**src/rtl/jtag_pkg.sv**
```systemverilog
// Shared definitions for the JTAG register chain: TAP state codes,
// instruction opcodes and the default IDCODE value.
package jtag_pkg;

  typedef enum logic [3:0] {
    TLR        = 4'h0,
    RTI        = 4'h1,
    SELECT_DR  = 4'h2,
    CAPTURE_DR = 4'h3,
    SHIFT_DR   = 4'h4,
    EXIT1_DR   = 4'h5,
    PAUSE_DR   = 4'h6,
    EXIT2_DR   = 4'h7,
    UPDATE_DR  = 4'h8,
    SELECT_IR  = 4'h9,
    CAPTURE_IR = 4'hA,
    SHIFT_IR   = 4'hB,
    EXIT1_IR   = 4'hC,
    PAUSE_IR   = 4'hD,
    EXIT2_IR   = 4'hE,
    UPDATE_IR  = 4'hF
  } tap_state_e;

  localparam int IR_W = 4;

  localparam logic [IR_W-1:0] OP_IDCODE     = 4'h1;
  localparam logic [IR_W-1:0] OP_DBG_ADDR   = 4'h8;
  localparam logic [IR_W-1:0] OP_DBG_DATA   = 4'h9;
  localparam logic [IR_W-1:0] OP_DBG_STATUS = 4'hA;
  localparam logic [IR_W-1:0] OP_BYPASS     = 4'hF;

  localparam logic [31:0] IDCODE_DEFAULT = 32'h1000_0001;

endpackage

```
**src/rtl/jtag_shift_reg.sv**
```systemverilog
// One JTAG shift register: parallel capture, LSB-first shift with TDI
// entering the MSB, and an update enable gated by the register select.
// W must be at least 2; single-bit registers live in the top.
module jtag_shift_reg #(
  parameter int W = 2
) (
  input  logic         TCK,
  input  logic         TRST,
  input  logic         sel,
  input  logic         capture,
  input  logic         shift,
  input  logic         update,
  input  logic         tdi,
  input  logic [W-1:0] cap_val,
  output logic [W-1:0] sr,
  output logic         upd_en
);

  // Capture has priority over shift; an unselected register holds.
  always_ff @(posedge TCK or posedge TRST) begin
    if (TRST)
      sr <= '0;
    else if (sel && capture)
      sr <= cap_val;
    else if (sel && shift)
      sr <= {tdi, sr[W-1:1]};
  end

  assign upd_en = sel & update;

endmodule

```
**src/rtl/jtag_reg_chain.sv**
```systemverilog
// IR and DR chain downstream of the TAP controller, with the debug
// address/data write handshake towards the SchoolMIPS debug logic.
module jtag_reg_chain #(
  parameter int          IR_W       = jtag_pkg::IR_W,
  parameter int          ADDR_W     = 8,
  parameter int          DATA_W     = 32,
  parameter logic [31:0] IDCODE_VAL = jtag_pkg::IDCODE_DEFAULT
) (
  input  logic              TCK,
  input  logic              TRST,
  input  logic              TDI,
  input  logic [3:0]        state_in,
  input  logic              sel_tdo,
  output logic              TDO,
  output logic              tdo_en,
  output logic [IR_W-1:0]   ir_out,
  output logic [ADDR_W-1:0] dbg_addr,
  output logic [DATA_W-1:0] dbg_wdata,
  output logic              dbg_wr_req,
  input  logic              dbg_wr_ack,
  input  logic [DATA_W-1:0] dbg_rdata
);
  import jtag_pkg::*;

  logic tlr, cap_ir, shf_ir, upd_ir, cap_dr, shf_dr, upd_dr;
  assign tlr    = (state_in == TLR);
  assign cap_ir = (state_in == CAPTURE_IR);
  assign shf_ir = (state_in == SHIFT_IR);
  assign upd_ir = (state_in == UPDATE_IR);
  assign cap_dr = (state_in == CAPTURE_DR);
  assign shf_dr = (state_in == SHIFT_DR);
  assign upd_dr = (state_in == UPDATE_DR);

  logic [IR_W-1:0] ir;
  assign ir_out = ir;

  // Undefined opcodes fall through to bypass.
  logic sel_idcode, sel_addr, sel_data, sel_status, sel_bypass;
  assign sel_idcode = (ir == IR_W'(OP_IDCODE));
  assign sel_addr   = (ir == IR_W'(OP_DBG_ADDR));
  assign sel_data   = (ir == IR_W'(OP_DBG_DATA));
  assign sel_status = (ir == IR_W'(OP_DBG_STATUS));
  assign sel_bypass = ~(sel_idcode | sel_addr | sel_data | sel_status);

  logic overrun;
  logic [IR_W-1:0]   ir_sr;
  logic [31:0]       idcode_sr;
  logic [ADDR_W-1:0] addr_sr;
  logic [DATA_W-1:0] data_sr;
  logic [1:0]        status_sr;
  logic ir_upd, idcode_upd, addr_upd, data_upd, status_upd;
  logic bypass_ff;

  jtag_shift_reg #(.W(IR_W)) u_ir (
    .TCK(TCK), .TRST(TRST), .sel(1'b1), .capture(cap_ir), .shift(shf_ir),
    .update(upd_ir), .tdi(TDI), .cap_val(IR_W'(2'b01)),
    .sr(ir_sr), .upd_en(ir_upd)
  );

  jtag_shift_reg #(.W(32)) u_idcode (
    .TCK(TCK), .TRST(TRST), .sel(sel_idcode), .capture(cap_dr), .shift(shf_dr),
    .update(upd_dr), .tdi(TDI), .cap_val(IDCODE_VAL),
    .sr(idcode_sr), .upd_en(idcode_upd)
  );

  jtag_shift_reg #(.W(ADDR_W)) u_addr (
    .TCK(TCK), .TRST(TRST), .sel(sel_addr), .capture(cap_dr), .shift(shf_dr),
    .update(upd_dr), .tdi(TDI), .cap_val(dbg_addr),
    .sr(addr_sr), .upd_en(addr_upd)
  );

  jtag_shift_reg #(.W(DATA_W)) u_data (
    .TCK(TCK), .TRST(TRST), .sel(sel_data), .capture(cap_dr), .shift(shf_dr),
    .update(upd_dr), .tdi(TDI), .cap_val(dbg_rdata),
    .sr(data_sr), .upd_en(data_upd)
  );

  jtag_shift_reg #(.W(2)) u_status (
    .TCK(TCK), .TRST(TRST), .sel(sel_status), .capture(cap_dr), .shift(shf_dr),
    .update(upd_dr), .tdi(TDI), .cap_val({overrun, dbg_wr_req}),
    .sr(status_sr), .upd_en(status_upd)
  );

  // IDCODE and STATUS are read-only; only their LSB reaches TDO.
  logic unused_bits;
  assign unused_bits = ^{idcode_upd, status_upd, idcode_sr[31:1], status_sr[1]};

  // Single-flop bypass register.
  always_ff @(posedge TCK or posedge TRST) begin
    if (TRST)
      bypass_ff <= 1'b0;
    else if (sel_bypass && cap_dr)
      bypass_ff <= 1'b0;
    else if (sel_bypass && shf_dr)
      bypass_ff <= TDI;
  end

  // Instruction register: forced to IDCODE in TLR, loaded on UPDATE_IR.
  always_ff @(posedge TCK or posedge TRST) begin
    if (TRST)
      ir <= IR_W'(OP_IDCODE);
    else if (tlr)
      ir <= IR_W'(OP_IDCODE);
    else if (ir_upd)
      ir <= ir_sr;
  end

  // A completing request (ack this cycle) frees the slot for a new write.
  logic slot_free;
  assign slot_free = ~dbg_wr_req | dbg_wr_ack;

  // Write handshake, address update and sticky overrun (cleared by STATUS capture).
  always_ff @(posedge TCK or posedge TRST) begin
    if (TRST) begin
      dbg_addr   <= '0;
      dbg_wdata  <= '0;
      dbg_wr_req <= 1'b0;
      overrun    <= 1'b0;
    end else begin
      if (dbg_wr_req && dbg_wr_ack)
        dbg_wr_req <= 1'b0;
      if (sel_status && cap_dr)
        overrun <= 1'b0;
      if (data_upd) begin
        if (slot_free) begin
          dbg_wdata  <= data_sr;
          dbg_wr_req <= 1'b1;
        end else begin
          overrun <= 1'b1;
        end
      end
      if (addr_upd) begin
        if (slot_free)
          dbg_addr <= addr_sr;
        else
          overrun <= 1'b1;
      end
    end
  end

  // LSB of the currently selected data register.
  logic dr_lsb;
  always_comb begin
    dr_lsb = bypass_ff;
    if (sel_idcode)      dr_lsb = idcode_sr[0];
    else if (sel_addr)   dr_lsb = addr_sr[0];
    else if (sel_data)   dr_lsb = data_sr[0];
    else if (sel_status) dr_lsb = status_sr[0];
  end

  // TDO changes on the falling edge and holds outside the shift states.
  always_ff @(negedge TCK or posedge TRST) begin
    if (TRST) begin
      TDO    <= 1'b0;
      tdo_en <= 1'b0;
    end else begin
      tdo_en <= shf_ir | shf_dr;
      if (shf_ir | shf_dr)
        TDO <= sel_tdo ? ir_sr[0] : dr_lsb;
    end
  end

endmodule

```
**config.mk**
```make
export PLATFORM = sky130hd
export DESIGN_NAME = jtag_reg_chain
export DESIGN_NICKNAME = d
export VERILOG_FILES = /design/src/rtl/jtag_pkg.sv /design/src/rtl/jtag_shift_reg.sv /design/src/rtl/jtag_reg_chain.sv
export SDC_FILE = /design/constraint.sdc
export NUM_CORES = 1
export LEC_CHECK = 0
export CAP_MARGIN = 20
export CELL_PAD_IN_SITES_DETAIL_PLACEMENT = 1
export CELL_PAD_IN_SITES_GLOBAL_PLACEMENT = 2
export CORE_UTILIZATION = 30
export CTS_CLUSTER_DIAMETER = 120
export DETAILED_ROUTE_END_ITERATION = 16
export PLACE_DENSITY = 0.81
export SLEW_MARGIN = 20
export SYNTH_ARGS = -nofsm -noshare
export SYNTH_HDL_FRONTEND = slang
export SYNTH_SLANG_ARGS = --single-unit
```
**constraint.sdc**
```tcl
create_clock -name TCK -period 4.28 [get_ports TCK]
set_clock_uncertainty 0.1 [all_clocks]
set_input_delay 0.642 -clock TCK [delete_from_list [all_inputs] [get_ports TCK]]
set_output_delay 0.642 -clock TCK [all_outputs]
set_load 0.01 [all_outputs]
```
; ---- Word-level counts from Yosys, hierarchy flattened
; Index checks and enable logic that the tools add are counted.
[word_totals]
regBits = 127
in_bits = 41
[classes]
n_eq_ne = 10
mux = 27
n_bitwise = 9
reduce_logical = 21
[op_table]
columns = op, n
row1 = 32-bit two-way mux, 4
row2 = 4-bit == test (second input constant), 7
row3 = 4-bit two-way mux, 4
row4 = 8-bit two-way mux, 2
row5 = 1-bit two-way mux, 15
row6 = 2-bit nonzero test, 7
row7 = 1-bit logical AND, 11
row8 = 1-bit OR, 5
row9 = 4-bit by 1-bit == test with 1-bit output (second input constant), 1
row10 = 4-bit by 2-bit == test with 1-bit output (second input constant), 1
row11 = 4-bit by 3-bit == test with 1-bit output (second input constant), 1
row12 = 4-bit logical NOT, 1
row13 = 2-bit two-way mux, 2
row14 = 2-bit AND reduction, 2
row15 = 1-bit bitwise AND, 2
row16 = 1-bit NOT, 2

; ---- Logic depth before layout (Yosys ltp)
; Gate-level depths: netlist of the first run.
[depth]
word_depth = 8
mapped_depth = 7

; ---- By module
; Synthesis of the first run repeated with hierarchy kept, for this count alone.
[unflattened]
hier_cells = 516
area_unflattened_um2 = 5698.0
[by_module_without_submodules]
columns = mod, n_inst, cells_per_inst, area_each_um2
row1 = jtag_shift_reg at u_data ..., 2, 151, 1468.9
row2 = jtag_reg_chain, 1, 145, 2016.9
row3 = jtag_shift_reg at u_addr, 1, 40, 402.9
row4 = jtag_shift_reg at u_ir, 1, 19, 224.0
row5 = jtag_shift_reg at u_status, 1, 10, 116.4

==> flow_summary.html, run 1 <==
<table>
<tr><th>Metric</th><th>Value</th></tr>
<tr><th colspan="2">Synthesis</th></tr>
<tr><td>Area fraction of the dominant cell type after synthesis</td><td>57.5%</td></tr>
<tr><td>Leading post-synthesis cells by cell area</td><td>dfrtp_1 (58%), nand2_1 (11%), mux2_2 (8.8%)</td></tr>
<tr><td>Post-synthesis area per instance</td><td>10.0 um2</td></tr>
<tr><td>Synthesized instance count</td><td>539</td></tr>
<tr><td>Netlist area before placement</td><td>5400 um2</td></tr>
<tr><td>Sequential area share after synthesis</td><td>58.9%</td></tr>
<tr><td>Post-synthesis register bit count</td><td>127</td></tr>
<tr><td>Synth warn</td><td>0</td></tr>
<tr><td>Most numerous cell types in the synthesized netlist</td><td>nand2_1 (151), dfrtp_1 (124), nor2_1 (48), a31oi_1 (42), mux2_2 (42)</td></tr>
<tr><td>Count of flip-flops with a built-in enable after synthesis</td><td>0</td></tr>
<tr><td>Most repeated cell in the gate-level netlist after synthesis</td><td>nand2_1</td></tr>
<tr><td>Library cell with the largest summed area after synthesis</td><td>dfrtp_1</td></tr>
<tr><td>Post-synth cell types</td><td>38</td></tr>
<tr><td>Async set-reset flop share out of synthesis</td><td>100%</td></tr>
<tr><td>Primary flip-flop cell chosen by synthesis mapping</td><td>dfrtp_1</td></tr>
<tr><td>Number of nets produced by synthesis</td><td>580</td></tr>
<tr><th colspan="2">Power and ir drop</th></tr>
<tr><td>Total internal power</td><td>2.63 mW</td></tr>
<tr><td>Flop pwr share</td><td>43.8%</td></tr>
<tr><td>Pwr dens</td><td>499 nW/um2</td></tr>
<tr><td>Lkg Pwr</td><td>3.12 nW</td></tr>
<tr><td>Net switching share of the total power</td><td>26.4%</td></tr>
<tr><td>Total net switching power</td><td>940 uW</td></tr>
<tr><td>Maximum resistive drop on vdd</td><td>0.000283 V</td></tr>
<tr><td>Clock power share</td><td>41.6%</td></tr>
<tr><td>Combinational share of power</td><td>14.6%</td></tr>
<tr><td>Power Total</td><td>3.57 mW</td></tr>
<tr><th colspan="2">CTS</th></tr>
<tr><td># hold bufs at CTS</td><td>0</td></tr>
<tr><td>Deepest level of the CTS H-tree</td><td>4</td></tr>
<tr><td>Clock tree buffer depth</td><td>2</td></tr>
<tr><td>CTS tree</td><td>done</td></tr>
<tr><td>Clock latency at the later pin of the worst-skew pair</td><td>0.41 ns</td></tr>
<tr><td>Cell at the root of the clock tree</td><td>clkbuf_16</td></tr>
<tr><td>Resized Gates After CTS</td><td>0</td></tr>
<tr><td>Post-CTS Repair Setup Buffers</td><td>0</td></tr>
<tr><td>CTS Buf Count</td><td>17</td></tr>
<tr><td>Clock Sink Count</td><td>127</td></tr>
<tr><td>Clock-pin slew on the worst setup and hold paths</td><td>0.05 ns</td></tr>
<tr><th colspan="2">Worst setup path</th></tr>
<tr><td>Type of the worst setup path</td><td>flip-flop to primary output</td></tr>
<tr><td>Count of cell instances traversed by the critical path</td><td>1</td></tr>
<tr><td>Largest delay share family, worst path</td><td>buffers and inverters</td></tr>
<tr><td>Cell breakdown of the critical path</td><td>clkdlybuf4s50_1</td></tr>
<tr><td>Required time at the endpoint of the critical path</td><td>3.54 ns</td></tr>
<tr><td>Depth of the most critical reg-to-reg path</td><td>4</td></tr>
<tr><td>Peak fanout along the critical path</td><td>2</td></tr>
<tr><td>Delay contributed by the slowest stage of the critical path</td><td>0.55 ns</td></tr>
<tr><td>Data arrival at the endpoint of the critical path</td><td>3.51 ns</td></tr>
<tr><td>Crit path capture type</td><td>primary output</td></tr>
<tr><td>Nature of the critical path startpoint</td><td>flip-flop</td></tr>
<tr><td>Bufs and invs on worst path</td><td>1</td></tr>
<tr><td>Worst-path cell with the longest stage delay</td><td>clkdlybuf4s50_1</td></tr>
<tr><th colspan="2">Routing</th></tr>
<tr><td>Average detailed-routed wire length per instance</td><td>16.1 um</td></tr>
<tr><td>Via count of the routed design</td><td>4241</td></tr>
<tr><td>Count of routing violations after the opening detailed-route iteration</td><td>199</td></tr>
<tr><td>Post-route antenna net violation count</td><td>0</td></tr>
<tr><td>DR pass1 iterations</td><td>4</td></tr>
<tr><td>Ratio of routed vias to standard cells</td><td>4.93</td></tr>
<tr><td>Final wirelength</td><td>13.8 mm</td></tr>
<tr><td>Drt drc</td><td>0</td></tr>
<tr><th colspan="2">Die</th></tr>
<tr><td>Die area</td><td>18500 um2</td></tr>
<tr><td>Placeable Area</td><td>17400 um2</td></tr>
<tr><td>Starting density of the core</td><td>31.0%</td></tr>
<tr><td>Die Ht</td><td>136 um</td></tr>
<tr><td>Top Ports</td><td>88</td></tr>
<tr><td>Number of rows in the core area</td><td>48</td></tr>
<tr><td>Width of the die</td><td>136 um</td></tr>
<tr><th colspan="2">Layout</th></tr>
<tr><td>Ratio of cells with drive above 1 in the final layout</td><td>15.6%</td></tr>
<tr><td># diodes</td><td>0</td></tr>
<tr><td>Count of placed standard cells in the final layout, fillers left out</td><td>860</td></tr>
<tr><td>Area overhead of the layout relative to synthesis</td><td>32.5%</td></tr>
<tr><td>Nets</td><td>663</td></tr>
<tr><th colspan="2">STA</th></tr>
<tr><td># setup viols final</td><td>0</td></tr>
<tr><td>Max Transition Viols Final</td><td>0</td></tr>
<tr><td>Unrepaired setup endpoints after global routing</td><td>false</td></tr>
<tr><td>Post-route worst hold slack</td><td>0.374 ns</td></tr>
<tr><td>Crit path setup slack, layout</td><td>0.0265 ns</td></tr>
<tr><td>Total negative setup slack</td><td>0 ns</td></tr>
<tr><td>Tightest slew margin relative to the limit</td><td>39.9%</td></tr>
<tr><td>Slew @ Worst Pin</td><td>0.901 ns</td></tr>
<tr><td>Number of hold violations in the final report</td><td>0</td></tr>
<tr><th colspan="2">Outcome</th></tr>
<tr><td>Result of the run</td><td>completed</td></tr>
<tr><th colspan="2">Placement</th></tr>
<tr><td>Final HPWL DP</td><td>9.00 mm</td></tr>
<tr><td>Global placement routability congestion</td><td>0.734</td></tr>
<tr><td>IO buf count</td><td>87</td></tr>
<tr><td>Number of cells after detailed placement</td><td>828</td></tr>
<tr><td>Post-place setup slack</td><td>-0.288 ns</td></tr>
<tr><th colspan="2">Global route</th></tr>
<tr><td>Global-route wire length before repair</td><td>23.3 mm</td></tr>
<tr><td>Overflow left after global routing</td><td>0</td></tr>
<tr><td>Aggregate global-route resource usage</td><td>16.3%</td></tr>
<tr><td>Maximum number of pins on one net before global-route repair</td><td>65</td></tr>
<tr><td>Number of antenna violations at the first check in global routing</td><td>0</td></tr>
<tr><td>Number of global-route vias before repair</td><td>4590</td></tr>
<tr><th colspan="2">Hold path</th></tr>
<tr><td>Type of the most critical hold path</td><td>flip-flop to flip-flop</td></tr>
<tr><td>Hold Crit Depth</td><td>2</td></tr>
<tr><th colspan="2">Job</th></tr>
<tr><td>Total of max-cap violations</td><td>0</td></tr>
</table>
## through the flow
| stage | instance area [um2] | utilization [%] |
|---|---|---|
| final | 7150 | 41.1 |
| after global routing | 7150 | 41.1 |
| after CTS | 7150 | 41.1 |
| after detailed placement | 6540 | 37.5 |
| after global placement | 6540 | 37.5 |
| after floorplan | 5400 | - |
## sequential cells by signal (all words and copies together) (netlist names)
register	flops
TDO	1
bypass_ff	1
dbg_addr	8
dbg_wdata	32
dbg_wr_req	1
ir_out	4
overrun	1
tdo_en	1
u_addr.sr	8
u_data.sr	32
u_idcode.sr	32
u_ir.sr	4
u_status.sr	2
## layout by cell type, fill, tap and decap left out, types with 2 or more instances in the layout
cell	synthesis	final
nand2_1	151	151
dfrtp_1	124	124
clkdlybuf4s50_1	0	87
nor2_1	48	48
mux2_2	42	42
a31oi_1	42	42
o21ai_0	37	37
clkbuf_16	0	17
buf_4	0	14
a21oi_1	7	7
inv_1	7	6
nand2b_1	5	5
nor3_1	5	4
o22ai_1	3	3
clkinv_4	0	3
clkinv_2	0	3
bufinv_16	0	3
dfrtn_1	2	2
nand3b_1	2	2
nor3b_1	2	2
a2111oi_4	2	2
clkinvlp_4	0	2
a21boi_0	2	2
o31ai_1	2	2
clkbuf_8	0	2
inv_6	0	2
## power groups by stage
stage | clock network, mW | registers, mW | logic (mW)
after CTS | 1.52 | 1.57 | 0.530
after global routing | 1.57 | 1.59 | 0.590
after global placement | 0 | 1.57 | 0.499
after floorplan | 0 | 1.55 | 0.300
after detailed placement | 0 | 1.58 | 0.523
final | 1.48 | 1.56 | 0.519
## routing by layer
layer	vias up	wire length [um]	global-route usage [%]
met2	99	6730	27.3
met4	0	204	5.62
li1	1991	-	-
met3	17	599	3.99
met1	2134	6280	20.4
met5	-	0	0
## path summary, 6_finish.rpt
path / startpoint / to / slack, ns
setup reg to reg: ir_out[2] / TDO / 0.34
hold reg to reg: u_idcode.sr[20] / u_idcode.sr[20] / 0.37
hold / removal: u_idcode.sr[20] / u_idcode.sr[20] / 0.37
max in group asynchronous: TRST / tdo_en / 1.51
setup / recovery: TDO / TDO / 0.03
min in group asynchronous: TRST / u_ir.sr[1] / 0.65
## cells by family after synthesis
family                 after synthesis  synth area share (%)
AND/OR/NAND/NOR                    223                  16.9
flip-flops                         127                  58.9
AO/OA/AOI/OAI                      102                  12.1
buffers and inverters               44                  3.20
multiplexers                        43                  8.95
## cell type report
type,instances,area [um2]
Clock inverter,12,156
Clock buffer,20,457
Timing Repair Buffer,101,976
Tap cell,225,282
Inverter,7,30.0
Sequential cell,127,3180
Multi-Input combinational cell,368,2070
Fill cell,1917,10300
(Power assumes the default switching activity.)
==> run 2, diff against run 1 <==
--- a/config.mk
+++ b/config.mk
@@ -5,7 +5,6 @@
 export SDC_FILE = /design/constraint.sdc
 export NUM_CORES = 1
 export LEC_CHECK = 0
-export CAP_MARGIN = 20
 export CELL_PAD_IN_SITES_DETAIL_PLACEMENT = 1
 export CELL_PAD_IN_SITES_GLOBAL_PLACEMENT = 2
 export CORE_UTILIZATION = 30
==> constraint.sdc (replaced) <==
create_clock -name TCK -period 4.28 [get_ports TCK]
set_clock_uncertainty 0.1 [all_clocks]
set_input_delay 0.642 -clock TCK [delete_from_list [all_inputs] [get_ports TCK]]
set_output_delay 0.642 -clock TCK [all_outputs]
set_load 0.1 [all_outputs]
==> flow_summary.html, run 2 (synthesized netlist as in run 1, its figures left out) <==
<table>
<tr><th>Metric</th><th>Value</th></tr>
<tr><th colspan="2">Outcome</th></tr>
<tr><td>Result of the run</td><td>completed</td></tr>
<tr><th colspan="2">Power and ir drop</th></tr>
<tr><td>Flop pwr share</td><td>40.9% (-2.9 points)</td></tr>
<tr><td>Combinational share of power</td><td>21.6% (+7.0 points)</td></tr>
<tr><td>Net switching share of the total power</td><td>32.9% (+6.5 points)</td></tr>
<tr><td>Power Total</td><td>3.83 mW (+7.3%)</td></tr>
<tr><td>Total internal power</td><td>2.57 mW (-2.2%)</td></tr>
<tr><td>Clock power share</td><td>37.6% (-4.0 points)</td></tr>
<tr><td>Pwr dens</td><td>536 nW/um2 (+7.6%)</td></tr>
<tr><td>Maximum resistive drop on vdd</td><td>0.000297 V (+5.3%)</td></tr>
<tr><td>Lkg Pwr</td><td>3.09 nW (-0.95%)</td></tr>
<tr><td>Total net switching power</td><td>1.26 mW (+34%)</td></tr>
<tr><th colspan="2">Worst setup path</th></tr>
<tr><td>Critical Path Start</td><td>state_in[3]</td></tr>
<tr><td>Data arrival at the endpoint of the critical path</td><td>2.13 ns (-1.38 ns)</td></tr>
<tr><td>Critical R2R Launch</td><td>ir_out[3]</td></tr>
<tr><td>Type of the worst setup path</td><td>input pin to flip-flop</td></tr>
<tr><td>Nature of the critical path startpoint</td><td>input pin</td></tr>
<tr><td>Crit path capture type</td><td>flip-flop</td></tr>
<tr><td>Depth of the most critical reg-to-reg path</td><td>4 (unchanged)</td></tr>
<tr><td>Required time at the endpoint of the critical path</td><td>2.28 ns (-1.26 ns)</td></tr>
<tr><td>Peak fanout along the critical path</td><td>2 (unchanged)</td></tr>
<tr><th colspan="2">Die</th></tr>
<tr><td>Width of the die</td><td>136 um (unchanged)</td></tr>
<tr><td>Number of rows in the core area</td><td>48 (unchanged)</td></tr>
<tr><td>Starting density of the core</td><td>31.0% (unchanged)</td></tr>
<tr><td>Top Ports</td><td>88 (unchanged)</td></tr>
<tr><td>Die area</td><td>18500 um2 (unchanged)</td></tr>
<tr><td>Placeable Area</td><td>17400 um2 (unchanged)</td></tr>
<tr><td>Die Ht</td><td>136 um (unchanged)</td></tr>
<tr><th colspan="2">CTS</th></tr>
<tr><td>Clock Sink Count</td><td>127 (unchanged)</td></tr>
<tr><td>CTS tree</td><td>done</td></tr>
<tr><td># hold bufs at CTS</td><td>0 (unchanged)</td></tr>
<tr><td>Clock-pin slew on the worst setup and hold paths</td><td>0.05 ns (about the same)</td></tr>
<tr><td>CTS Buf Count</td><td>17 (unchanged)</td></tr>
<tr><td>Post-CTS Repair Setup Buffers</td><td>0 (unchanged)</td></tr>
<tr><td>Resized Gates After CTS</td><td>0 (unchanged)</td></tr>
<tr><td>Deepest level of the CTS H-tree</td><td>4 (unchanged)</td></tr>
<tr><td>Cell at the root of the clock tree</td><td>clkbuf_16</td></tr>
<tr><td>Clock tree buffer depth</td><td>2 (unchanged)</td></tr>
<tr><td>Clock latency at the later pin of the worst-skew pair</td><td>0.41 ns (about the same)</td></tr>
<tr><th colspan="2">Routing</th></tr>
<tr><td>Via count of the routed design</td><td>4185 (-1.3%)</td></tr>
<tr><td>Post-route antenna net violation count</td><td>0 (unchanged)</td></tr>
<tr><td>Final wirelength</td><td>13.9 mm (+0.82%)</td></tr>
<tr><td>Count of routing violations after the opening detailed-route iteration</td><td>245 (+23%)</td></tr>
<tr><td>Average detailed-routed wire length per instance</td><td>16.2 um (+1.1%)</td></tr>
<tr><td>Ratio of routed vias to standard cells</td><td>4.88 (-1.1%)</td></tr>
<tr><td>DR pass1 iterations</td><td>4 (unchanged)</td></tr>
<tr><td>Drt drc</td><td>0 (unchanged)</td></tr>
<tr><th colspan="2">STA</th></tr>
<tr><td>Slew @ Worst Pin</td><td>1.04 ns (+0.141 ns)</td></tr>
<tr><td>Unrepaired setup endpoints after global routing</td><td>false</td></tr>
<tr><td>Post-route worst hold slack</td><td>0.380 ns (+0.00616 ns)</td></tr>
<tr><td>Max Transition Viols Final</td><td>0 (unchanged)</td></tr>
<tr><td>Crit path setup slack, layout</td><td>0.147 ns (+0.120 ns)</td></tr>
<tr><td>Tightest slew margin relative to the limit</td><td>30.3% (-9.6 points)</td></tr>
<tr><td>Number of hold violations in the final report</td><td>0 (unchanged)</td></tr>
<tr><td># setup viols final</td><td>0 (unchanged)</td></tr>
<tr><th colspan="2">Placement</th></tr>
<tr><td>IO buf count</td><td>87 (unchanged)</td></tr>
<tr><td>Area of placed instances</td><td>6550 um2 (+0.11%)</td></tr>
<tr><td>Final HPWL DP</td><td>9.10 mm (+1.1%)</td></tr>
<tr><td>Post-place setup slack</td><td>-0.272 ns (+0.0163 ns)</td></tr>
<tr><td>Number of cells after detailed placement</td><td>826 (-0.24%)</td></tr>
<tr><td>Global placement routability congestion</td><td>0.772 (+5.2%)</td></tr>
<tr><th colspan="2">Hold path</th></tr>
<tr><td>Type of the most critical hold path</td><td>flip-flop to flip-flop</td></tr>
<tr><td>Hold Crit Depth</td><td>2 (unchanged)</td></tr>
<tr><td>Launch instance of the worst min-delay path</td><td>u_idcode.sr[19]</td></tr>
<tr><th colspan="2">Job</th></tr>
<tr><td>Total of max-cap violations</td><td>0 (unchanged)</td></tr>
<tr><th colspan="2">Layout</th></tr>
<tr><td>Area overhead of the layout relative to synthesis</td><td>32.3%</td></tr>
<tr><td>Most frequent cells in the layout</td><td>nand2_1 (151), dfrtp_1 (122), clkdlybuf4s50_1 (85)</td></tr>
<tr><td># diodes</td><td>0 (unchanged)</td></tr>
<tr><td>Top Registers</td><td>dbg_wdata: 32 flops, u_data.sr: 32 flops, u_idcode.sr: 32 flops</td></tr>
<tr><td>Count of placed standard cells in the final layout, fillers left out</td><td>858 (-0.23%)</td></tr>
<tr><td>Ratio of cells with drive above 1 in the final layout</td><td>16.0% (+0.37 points)</td></tr>
<tr><td>Nets</td><td>661 (-0.30%)</td></tr>
<tr><td>Final instance area</td><td>7140 um2 (-0.21%)</td></tr>
<tr><td>Most common library cell in the layout ignoring fill and taps</td><td>nand2_1</td></tr>
<tr><th colspan="2">Global route</th></tr>
<tr><td>Global-route wire length before repair</td><td>23.0 mm (-1.6%)</td></tr>
<tr><td>Aggregate global-route resource usage</td><td>16.1% (-0.15 points)</td></tr>
<tr><td>Number of global-route vias before repair</td><td>4446 (-3.1%)</td></tr>
<tr><td>Number of antenna violations at the first check in global routing</td><td>0 (unchanged)</td></tr>
<tr><td>Maximum number of pins on one net before global-route repair</td><td>70 (+7.7%)</td></tr>
<tr><td>Overflow left after global routing</td><td>0 (unchanged)</td></tr>
</table>
==> run 2: cell count changes in the layout (fill, tap and decap cells not counted), sizes merged <==
| cell | change |
|---|---|
| bufinv | -1 |
| clkdlybuf4s50 | -2 |
| clkinv | -3 |
| clkinvlp | +4 |
==> run 2: critical path: stages <==
cell             delay [ns]
clkdlybuf4s50_1        0.45
or4b_2                 0.65
o21a_1                 0.15
a22o_1                 0.24
==> run 2: path summary, 6_finish.rpt <==
check / endpoint / slack [ns]
hold reg to reg: u_idcode.sr[19] / 0.38
setup reg to reg: TDO / 0.39
setup / recovery: TDO / 0.15
hold / removal: u_idcode.sr[19] / 0.38
max in group asynchronous: tdo_en / 1.45
min in group asynchronous: bypass_ff / 0.40
==> run 2: cell type report <==
class / count / area (um2)
fill: 1956 / 10300
sequential: 127 / 3180
multi-input combinational: 368 / 2070
timing repair buffer: 99 / 981
clock buffer: 20 / 457
tap: 225 / 282
clock inverter: 12 / 134
inverter: 7 / 30.0
==> run 2: power by group through the flow <==
stage                     logic, mW  clock network, mW  registers, mW
after global routing          0.895               1.53           1.60
after floorplan               0.301                  0           1.85
after detailed placement      0.832                  0           1.59
final                         0.825               1.44           1.56
after global placement        0.808                  0           1.57
after CTS                     0.837               1.48           1.57
==> run 2: metal layers <==
| metal | global-route usage (%) | wire (um) |
|---|---|---|
| met5 | 0 | 0 |
| met4 | 5.12 | 132 |
| met3 | 3.77 | 581 |
| met2 | 25.4 | 6460 |
| met1 | 21.9 | 6750 |
==> run 2: through the flow <==
step | utilization (%) | TNS [ns]
floorplan | - | -0.127
global placement | 37.6 | -0.282
detailed placement | 37.6 | -0.294
CTS | 41.0 | 0
global route | 41.0 | 0
finish | 41.0 | 0
